### src/rtl/ss_stream_tx.sv
// rtl/ss_stream_tx.sv - stochastic-symbol link transmitter: 9-bit operand to a frame of 2-bit symbols
module ss_stream_tx #(
    parameter int unsigned FRAME_LEN = 128,
    parameter logic [7:0]  SEED      = 8'hA5
) (
    input  logic       clk,
    input  logic       rst,
    input  logic       in_valid,
    output logic       in_ready,
    input  logic [8:0] in_x,
    input  logic       abort,
    input  logic       seed_load,
    input  logic [7:0] seed_in,
    output logic       ss_valid,
    input  logic       ss_ready,
    output logic [1:0] ss_data,
    output logic       ss_last,
    output logic       busy
);

    typedef enum logic {
        IDLE = 1'b0,
        RUN  = 1'b1
    } state_t;

    // cnt is 8 bits wide because a frame never exceeds 256 symbols
    localparam logic [7:0] LAST_CNT = 8'(FRAME_LEN - 1);
    localparam logic [8:0] X_MAX    = 9'd384;

    state_t     state;
    state_t     state_nxt;
    logic [8:0] x_reg;
    logic [7:0] cnt;
    logic [7:0] lfsr;
    logic       accept;
    logic       xfer;
    logic       gt;
    logic [1:0] sym;

    // Next state, handshakes and the combinational symbol derived from registers
    always_comb begin
        state_nxt = state;
        in_ready  = (state == IDLE);
        ss_valid  = (state == RUN);
        busy      = (state == RUN);
        ss_last   = (state == RUN) && (cnt == LAST_CNT);
        // an abort cancels both the operand accept and the symbol transfer of its cycle
        accept    = in_ready && in_valid && !abort;
        xfer      = ss_valid && ss_ready && !abort;
        // clamp guarantees x_reg[8:7]==3 only with x_reg[6:0]==0, so the add cannot wrap
        gt        = (x_reg[6:0] > lfsr[6:0]);
        sym       = x_reg[8:7] + {1'b0, gt};
        ss_data   = ss_valid ? sym : 2'd0;
        if (abort) begin
            state_nxt = IDLE;
        end else begin
            case (state)
                IDLE: if (in_valid) state_nxt = RUN;
                RUN:  if (ss_ready && ss_last) state_nxt = IDLE;
                default: state_nxt = IDLE;
            endcase
        end
    end

    // State register
    always_ff @(posedge clk or negedge rst) begin
        if (!rst) begin
            state <= IDLE;
        end else begin
            state <= state_nxt;
        end
    end

    // Operand, beat counter and LFSR; the LFSR deliberately carries over between frames
    always_ff @(posedge clk or negedge rst) begin
        if (!rst) begin
            x_reg <= 9'd0;
            cnt   <= 8'd0;
            lfsr  <= SEED;
        end else begin
            if (accept) begin
                x_reg <= (in_x > X_MAX) ? X_MAX : in_x;
            end

            if (abort || accept) begin
                cnt <= 8'd0;
            end else if (xfer) begin
                cnt <= ss_last ? 8'd0 : cnt + 8'd1;
            end

            if (seed_load) begin
                lfsr <= (seed_in != 8'd0) ? seed_in : SEED;
            end else if (xfer) begin
                lfsr <= {lfsr[6:0], lfsr[7] ^ lfsr[5] ^ lfsr[4] ^ lfsr[3]};
            end
        end
    end

endmodule
### config.mk
export PLATFORM = sky130hd
export DESIGN_NAME = ss_stream_tx
export DESIGN_NICKNAME = d
export VERILOG_FILES = /design/src/rtl/ss_stream_tx.sv
export SDC_FILE = /design/constraint.sdc
export NUM_CORES = 1
export LEC_CHECK = 0
export ABC_AREA = 1
export CAP_MARGIN = 30
export CELL_PAD_IN_SITES_DETAIL_PLACEMENT = 1
export CELL_PAD_IN_SITES_GLOBAL_PLACEMENT = 1
export CORE_AREA = 2 2 66 68
export DETAILED_ROUTE_END_ITERATION = 6
export DIE_AREA = 0 0 68 70
export PLACE_DENSITY = 0.89
export SLEW_MARGIN = 20
export SYNTH_ARGS = -nofsm -noshare
export SYNTH_HDL_FRONTEND = slang
export SYNTH_SLANG_ARGS = --single-unit
### constraint.sdc
create_clock -name clk -period 3.9 [get_ports clk]
set_input_delay 0.78 -clock clk [delete_from_list [all_inputs] [get_ports clk]]
set_output_delay 0.78 -clock clk [all_outputs]
set_load 0.005 [all_outputs]
* Yosys cells after proc, flatten, opt, wreduce, memory -nomap -nowiden *
Cells that the tools add are included.
W data, S select, Z words.

operators by class
  add/sub/neg operators = 2
  $mul = 0
  div/mod/pow operators = 0
  magnitude comparators = 2
  equality and inequality tests = 1
  shifts and indexed selects = 0
  muxes and demuxes = 12
  bitwise operators = 4
  reductions and logical operators = 11

operators with widths
  kind                   count
  $mux W8                6
  $gt A9 B9 Y1 const B   1
  $mux W9                1
  $add A8 B1 Y8 const B  1
  $eq A8 B7 Y1 const B   1
  $reduce_bool A8 Y1     1
  $gt A7 B7 Y1           1
  $logic_and A1 B1 Y1    6
  $reduce_bool A2 Y1     2
  $mux W1                3
  $xor A1 B1 Y1          3
  $add A2 B1 Y2          1
  $mux W2                1
  $pmux W1 S2            1
  $logic_not A1 Y1       1
  $logic_or A1 B1 Y1     1
  $not A1 Y1             1

word-level totals
  flip-flop bits (word level) = 26
  latch bits = 0
  memory bits (writable) = 0
  memory bits (read-only) = 0
  input bits = 23
  output and inout bits = 6
  word-level logic and storage cells = 36
  memories = 0

* Depth between registers and ports, before layout *
Gate-level depths: netlist of run 1.

  word-level depth = 6
  mapped depth = 9
  depth with buffers taken out = 9

* Least setup slack after synthesis of run 1 *
Ideal clock, no wire load.

  kind = flip-flop to output port
  from = register lfsr[2]
  to = output port ss_data[1]
  data arrival time = 1.596 ns
  required time = 3.120 ns
  setup slack = 1.524 ns
  stages on the path, launching flop included = 10
  path buffers = 0
  cells stage by stage = dfstp_2 > inv_1 > ha_1 > a21oi_1 > o21ai_0 > a21oi_1 > a21oi_1 > ha_1 > xnor2_1 > nor2_1

on the way
  cells in the longest elaborated chain, start to end = 3

RTL lines
  what                    line  source
  from (decl)             34    logic [7:0] lfsr;
  from (signal assigned)  92    lfsr <= (seed_in != 8'd0) ? seed_in : SEED;
  from (signal assigned)  94    lfsr <= {lfsr[6:0], lfsr[7] ^ lfsr[5] ^ lfsr[4] ^ lfsr[3]};
  $gt A7 B7 Y1            51    gt = (x_reg[6:0] > lfsr[6:0]);
  $add A2 B1 Y2           52    sym = x_reg[8:7] + {1'b0, gt};
  $mux W2                 53    ss_data = ss_valid ? sym : 2'd0;
  to (decl)               16    output logic [1:0] ss_data,

Every way passes these cells.

* Final worst setup path of run 1 *
Ends and elaborated chain as after synthesis.

==> results.cfg, run 1 <==
[clock_tree]
cts_tree = built
cts_root_buffer = clkbuf_8
clk_path_buf_depth = 2
cts_resized = 0
insertion_delay_ns = 0.28
cts_buffers = 3
htree_num_levels = 1
cts_hold_buffers = 0
cts.sinks = 26
post_cts_buffers = 0
clk_pin_slew_ns = 0.10

[synth]
dominantRegCellSynth = dfrtp_1
syn_nets = 240
yosysSeqAreaShare_pct = 41.65
synth_edf_count = 0
ys_seq_elements = 26
synthArstFlopShare_pct = 100.0
ys_types = 25
avgSynthCellArea_sq_um = 7.567
syn_inst = 208
yosys_warnings = 0
syn-cell-area_sq_um = 1574

[worst_setup_path]
start_kind = flip-flop
critPathRequiredTime_ns = 3.12
path_class = reg2out
crit_path_end_kind = primary output
cp.arrival_ns = 2.53
cp_max_fo = 3

[final_layout]
diodes = 0
final_net_count = 272
largest_reg_flops = 9
stdcell_area_sq_um = 1982
syn2layout_area_growth_pct = 25.91
drive_above_1_share_pct = 9.623
num-fill-cells = 509

[global_route]
gr-usage-met2_pct = 29.45
grt.overflow.total = 0
grt-busiest-layer = met2
gr-usage-met1_pct = 22.97
grt_max_degree = 27
grt_antenna_before_repair = 0
use_met3_pct = 2.576
grt_pass1_vias = 1523
grt_pass1_wl_um = 6582
grt_use_total_pct = 17.49

[power_and_ir_drop]
p_leak_nw = 0.9468
ir_worst_vdd_mv = 0.1425
p_per_area_nw_per_um2 = 363.2

[drt]
avgViaCountPerCell = 5.096
post-route-drc-count = 0
ant_nets = 0
vias = 1483
drt_pre_antenna_iters = 4
routed_wl_um = 3740
drt-initial-drc-count = 56
wire_per_inst_um = 12.85

[sta]
slew_headroom_pct = 62.20
fin_ws_ns = 0.5884
fin_crit_ns = 3.312
setup_viol = 0
setup-tns-final_ns = 0
fmax_mhz = 302.0
tightest_slew_ns = 0.5670
grt_setup_unrepaired = no
finalCritPeriodShare_pct = 84.91
skew_ns = 0.01018
slew_violations = 0
hold_violations = 0

[placed_design]
pre_cts_ws_ns = 0.9151
gp_congestion = 0.7952
io_buffers = 28
place_hpwl_um = 2957
postPlaceCellArea_sq_um = 1911

[floorplan]
die_h_um = 70
ios = 29
fp.dieW_um = 68
core_area_sq_um = 4144
start_util_pct = 37.98
num_rows = 24
die_area_sq_um = 4760

[run]
drv_cap = 0

[worst_hold_path]
hp-class = in2async

[run_status]
status = completed
[power breakdown]
group / total [mW] / internal, mW / switching, mW / leakage [nW]
clock: 0.225 / 0.137 / 0.0877 / 0.0357
combinational: 0.173 / 0.0796 / 0.0931 / 0.582
sequential: 0.322 / 0.302 / 0.0199 / 0.329
total: 0.720 / 0.519 / 0.201 / 0.947
[cell usage in the layout (no fill, tap or decap), drive strengths merged, types with 5 or more instances in the layout]
| cell type | synthesis | final |
|---|---|---|
| nor3 | 5 | 5 |
| o21ai | 15 | 15 |
| nor2 | 20 | 20 |
| inv | 25 | 25 |
| nand3 | 18 | 18 |
| a21oi | 13 | 13 |
| ha | 9 | 9 |
| clkdlybuf4s50 | 0 | 27 |
| dfrtp | 22 | 22 |
| nand2 | 60 | 60 |
[cells in the mapped netlist (2+ instances only)]
cell type | count | area [sq um]
o21ai_1 | 3 | 15.01
nor3_1 | 5 | 25.02
nand2_2 | 2 | 12.51
nor2_1 | 18 | 67.56
nand3_1 | 17 | 85.08
inv_2 | 4 | 15.01
nand2_4 | 2 | 22.52
a21oi_1 | 13 | 65.06
o22ai_1 | 3 | 18.77
nor3b_1 | 2 | 15.01
inv_1 | 21 | 78.83
o21ai_0 | 12 | 60.06
dfstp_2 | 4 | 105.1
buf_4 | 2 | 15.01
nand4_1 | 4 | 25.02
dfrtp_1 | 22 | 550.5
ha_1 | 9 | 112.6
o211ai_1 | 3 | 22.52
nand2_1 | 56 | 210.2
[cell type report]
type / instances / area, sq um / share of cell area (%)
Multi-Input combinational cell: 153 / 800.8 / 40.40
Clock buffer: 3 / 41.29 / 2.083
Inverter: 26 / 98.84 / 4.987
Tap cell: 52 / 65.06 / 3.283
Sequential cell: 26 / 655.6 / 33.08
Clock inverter: 1 / 30.03 / 1.515
Timing Repair Buffer: 30 / 290.3 / 14.65
[routing by layer]
layer / share of wire, % / up-vias / routed length, um
li1: - / 747 / -
met1: 46 / 707 / 1703
met2: 50 / 24 / 1872
met3: 3.1 / 5 / 115
met4: 1.3 / 0 / 48
met5: 0 / - / 0
[per-stage QoR]
step | hold WS (ns) | utilization (%) | total power, mW | instances
after global placement | 0.4709 | 46.23 | 0.4928 | 287
after CTS | 0.5004 | 47.83 | 0.7288 | 291
final | 0.4811 | 47.83 | 0.7199 | 291
after detailed placement | 0.4723 | 46.11 | 0.4996 | 287
after floorplan | 0.4483 | - | 0.4256 | 208
after global routing | 0.5193 | 47.83 | 0.7671 | 291
[final timing paths]
check,to,slack [ns],cells past startpoint,start
min,cnt[3],0.48,1,rst
max,ss_data[1],0.59,10,lfsr[2]
max in group asynchronous,lfsr[7],2.87,2,rst
min reg2reg,x_reg[7],0.49,2,x_reg[7]
min in group clk,x_reg[7],0.49,2,x_reg[7]
max reg2reg,cnt[1],2.47,8,cnt[1]
[kinds of logic after synthesis]
family / after synthesis / synth area share [%]
xor gates and xnor gates: 1 / 0.5565
adders and majority gates: 9 / 7.154
DFF: 26 / 41.65
and+or+nand+nor: 109 / 31.64
AOI/OAI and AO/OA: 34 / 11.53
buffers and inverters: 29 / 7.471
[worst max-delay path: stages, from the launching register on]
cell and delay [ns]:
dfstp_2 0.54, inv_1 0.06, ha_1 0.29, a21oi_1 0.13, o21ai_0 0.10, a21oi_1 0.13
a21oi_1 0.10, ha_1 0.20, xnor2_1 0.13, nor2_1 0.08, clkdlybuf4s50_1 0.50
(Power assumes the default switching activity.)
==> run 2, diff against run 1 <==
--- a/config.mk
+++ b/config.mk
@@ -9,10 +9,10 @@
 export CAP_MARGIN = 30
 export CELL_PAD_IN_SITES_DETAIL_PLACEMENT = 1
 export CELL_PAD_IN_SITES_GLOBAL_PLACEMENT = 1
-export CORE_AREA = 2 2 66 68
+export CORE_AREA = 2 2 72 74
 export DETAILED_ROUTE_END_ITERATION = 6
-export DIE_AREA = 0 0 68 70
-export PLACE_DENSITY = 0.89
+export DIE_AREA = 0 0 74 76
+export PLACE_DENSITY = 0.8
 export SLEW_MARGIN = 20
 export SYNTH_ARGS = -nofsm -noshare
 export SYNTH_HDL_FRONTEND = slang
==> constraint.sdc (replaced) <==
create_clock -name clk -period 2.8 [get_ports clk]
set_input_delay 0.56 -clock clk [delete_from_list [all_inputs] [get_ports clk]]
set_output_delay 0.56 -clock clk [all_outputs]
set_load 0.005 [all_outputs]
==> run 2 against run 1 <==
Against the previous run: critical path depth decreased by 1; combinational power increased by 61%; worst hold slack improved by 0.022 ns; clock power increased by 11%; via count decreased by 0.74%; global-route usage decreased by 2.1 points; final area increased by 3.3%; critical endpoint unchanged.
==> results.cfg, run 2 (synthesized netlist as in run 1, its figures left out) <==
[global_route]
grt_antenna_before_repair = 0
grt_max_degree = 27
grt_pass1_vias = 1551
grt_use_total_pct = 15.40
grt_pass1_wl_um = 6982
grt.overflow.total = 0

[worst_hold_path]
hold_path_depth = 2
hp-class = reg2reg
holdPathEnd = x_reg[4]
hold_path.startpoint = x_reg[4]

[worst_setup_path]
crit_path_end_kind = primary output
ff2ff_setup_slack_ns = 1.34
crit_start = lfsr[5]
path_class = reg2out
path_cells = inv_2, ha_4, nand4_1, nor3b_2, a21oi_2, ha_4, xnor2_1, nor2_1, clkdlybuf4s15_1
cp_max_fo = 2
start_kind = flip-flop
cp.arrival_ns = 2.15
cpPeakStageDelay_ns = 0.55
critPathTopFamily = flip-flops
r2r_end = cnt[1]
slowest_stage = dfstp_2
r2r_cells = 8
crit_buf_inv = 2
critPathRequiredTime_ns = 2.24
rr_startpoint = cnt[1]
cp_common_cell = ha_4

[drt]
avgViaCountPerCell = 4.764
post-route-drc-count = 0
wire_per_inst_um = 13.19
vias = 1472
routed_wl_um = 4076
drt_pre_antenna_iters = 4
drt-initial-drc-count = 49
ant_nets = 0

[floorplan]
die_area_sq_um = 5624
die_h_um = 76
start_util_pct = 32.04
core_area_sq_um = 4912
ios = 29
fp.dieW_um = 74
num_rows = 26

[sta]
tightest_slew_ns = 0.3562
skew_ns = 0.01143
slew_headroom_pct = 76.23
fmax_mhz = 369.6
slew_violations = 0
finalCritPeriodShare_pct = 96.64
hold_violations = 0
setup_viol = 0
fin_crit_ns = 2.706

[clock_tree]
cts_buffers = 3
cts_hold_buffers = 0
clk_path_buf_depth = 2
htree_num_levels = 1
insertion_delay_ns = 0.27
cts_tree = built
cts_root_buffer = clkbuf_8
cts.sinks = 26
clk_pin_slew_ns = 0.09

[final_layout]
final_cell_mix = nand2_1, clkdlybuf4s50_1, dfrtp_1, inv_1, nor2_1
syn2layout_area_growth_pct = 30.05
largest_reg_flops = 9
drive_above_1_share_pct = 13.39
final_net_count = 272
final_common_cell = nand2_1
postLayoutCoreUtil_pct = 41.67
diodes = 0

[power_and_ir_drop]
p_per_area_nw_per_um2 = 479.5
ir_worst_vdd_mv = 0.2542
p_clk_share_pct = 25.4
power.share.switching_pct = 31.07
comb_power_share_pct = 28.3
p_leak_nw = 0.9413
p_int_uw = 676.6
switchingPower_uw = 304.9
total_power_uw = 981.6
pwr-share-seq_pct = 46.3

[placed_design]
io_buffers = 28
gp_congestion = 0.7800
place_hpwl_um = 2942

[run]
drv_cap = 0

[run_status]
status = completed
[run 2: cell count changes in the layout (fill, tap and decap cells not counted), sizes merged]
cell           before  now
clkbuf              3    4
clkdlybuf4s15       0    2
bufinv              1    0
clkdlybuf4s50      27   26
buf                 3    2
[run 2: timing repair]
action,in CTS,in global routing
pin swaps,2,2
setup endpoints to repair,2,2
resized for setup,8,9
hold endpoints to repair,0,0
buffers inserted,1,0
[run 2: worst max-delay path by stage]
stage,endpoint,slack [ns],cells past startpoint
finish,ss_data[1],0.09,9
global route,ss_data[1],-0.02,10
CTS,ss_data[0],0.01,10
detailed placement,ss_data[1],0.05,10
global placement,ss_data[1],0.09,10
floorplan,ss_data[1],0.64,9
[run 2: power groups by stage]
stage                     clock network (mW)  registers, mW  logic, mW
after global placement                     0          0.453      0.234
after detailed placement                   0          0.455      0.242
final                                  0.249          0.455      0.278
after CTS                              0.260          0.452      0.253
after floorplan                            0          0.446      0.147
after global routing                   0.281          0.460      0.316
[run 2: metrics by stage]
stage	cell area [sq um]	hold slack [ns]	setup slack [ns]	instances	setup TNS, ns
3_3_place_gp	1931	0.4743	0.09280	304	0
6_report	2047	0.5029	0.09407	309	0
5_1_grt	2047	0.5561	-0.02385	309	-0.02579
4_1_cts	2018	0.5088	0.01442	309	0
3_5_place_dp	1931	0.4831	0.05353	304	0
2_1_floorplan	1574	0.2644	0.6445	208	0
[run 2: cell type report]
type,count,area [sq um]
inverter,26,98.84
tap,70,87.58
sequential,26,655.6
multi-input combinational,153,854.6
fill,624,2865
clock buffer,4,55.05
timing repair buffer,30,295.3
[run 2: worst min-delay path: cells and delay by family (launching register included)]
family / cells / cell delay [ns]
and+or+nand+nor: 2 / 0.12
DFF: 1 / 0.36
[run 2: routing by layer]
layer,GRT usage (%),routed length [um]
met3,2.778,118
met5,0,0
met4,3.636,44
met2,25.98,2071
met1,20.15,1841
==> run 3, diff against run 2 <==
--- a/config.mk
+++ b/config.mk
@@ -10,6 +10,7 @@
 export CELL_PAD_IN_SITES_DETAIL_PLACEMENT = 1
 export CELL_PAD_IN_SITES_GLOBAL_PLACEMENT = 1
 export CORE_AREA = 2 2 72 74
+export CTS_CLUSTER_DIAMETER = 200
 export DETAILED_ROUTE_END_ITERATION = 6
 export DIE_AREA = 0 0 74 76
 export PLACE_DENSITY = 0.8
==> results of run 3 <==
The final DEF is identical to that of run 2; final timing and power are the same.
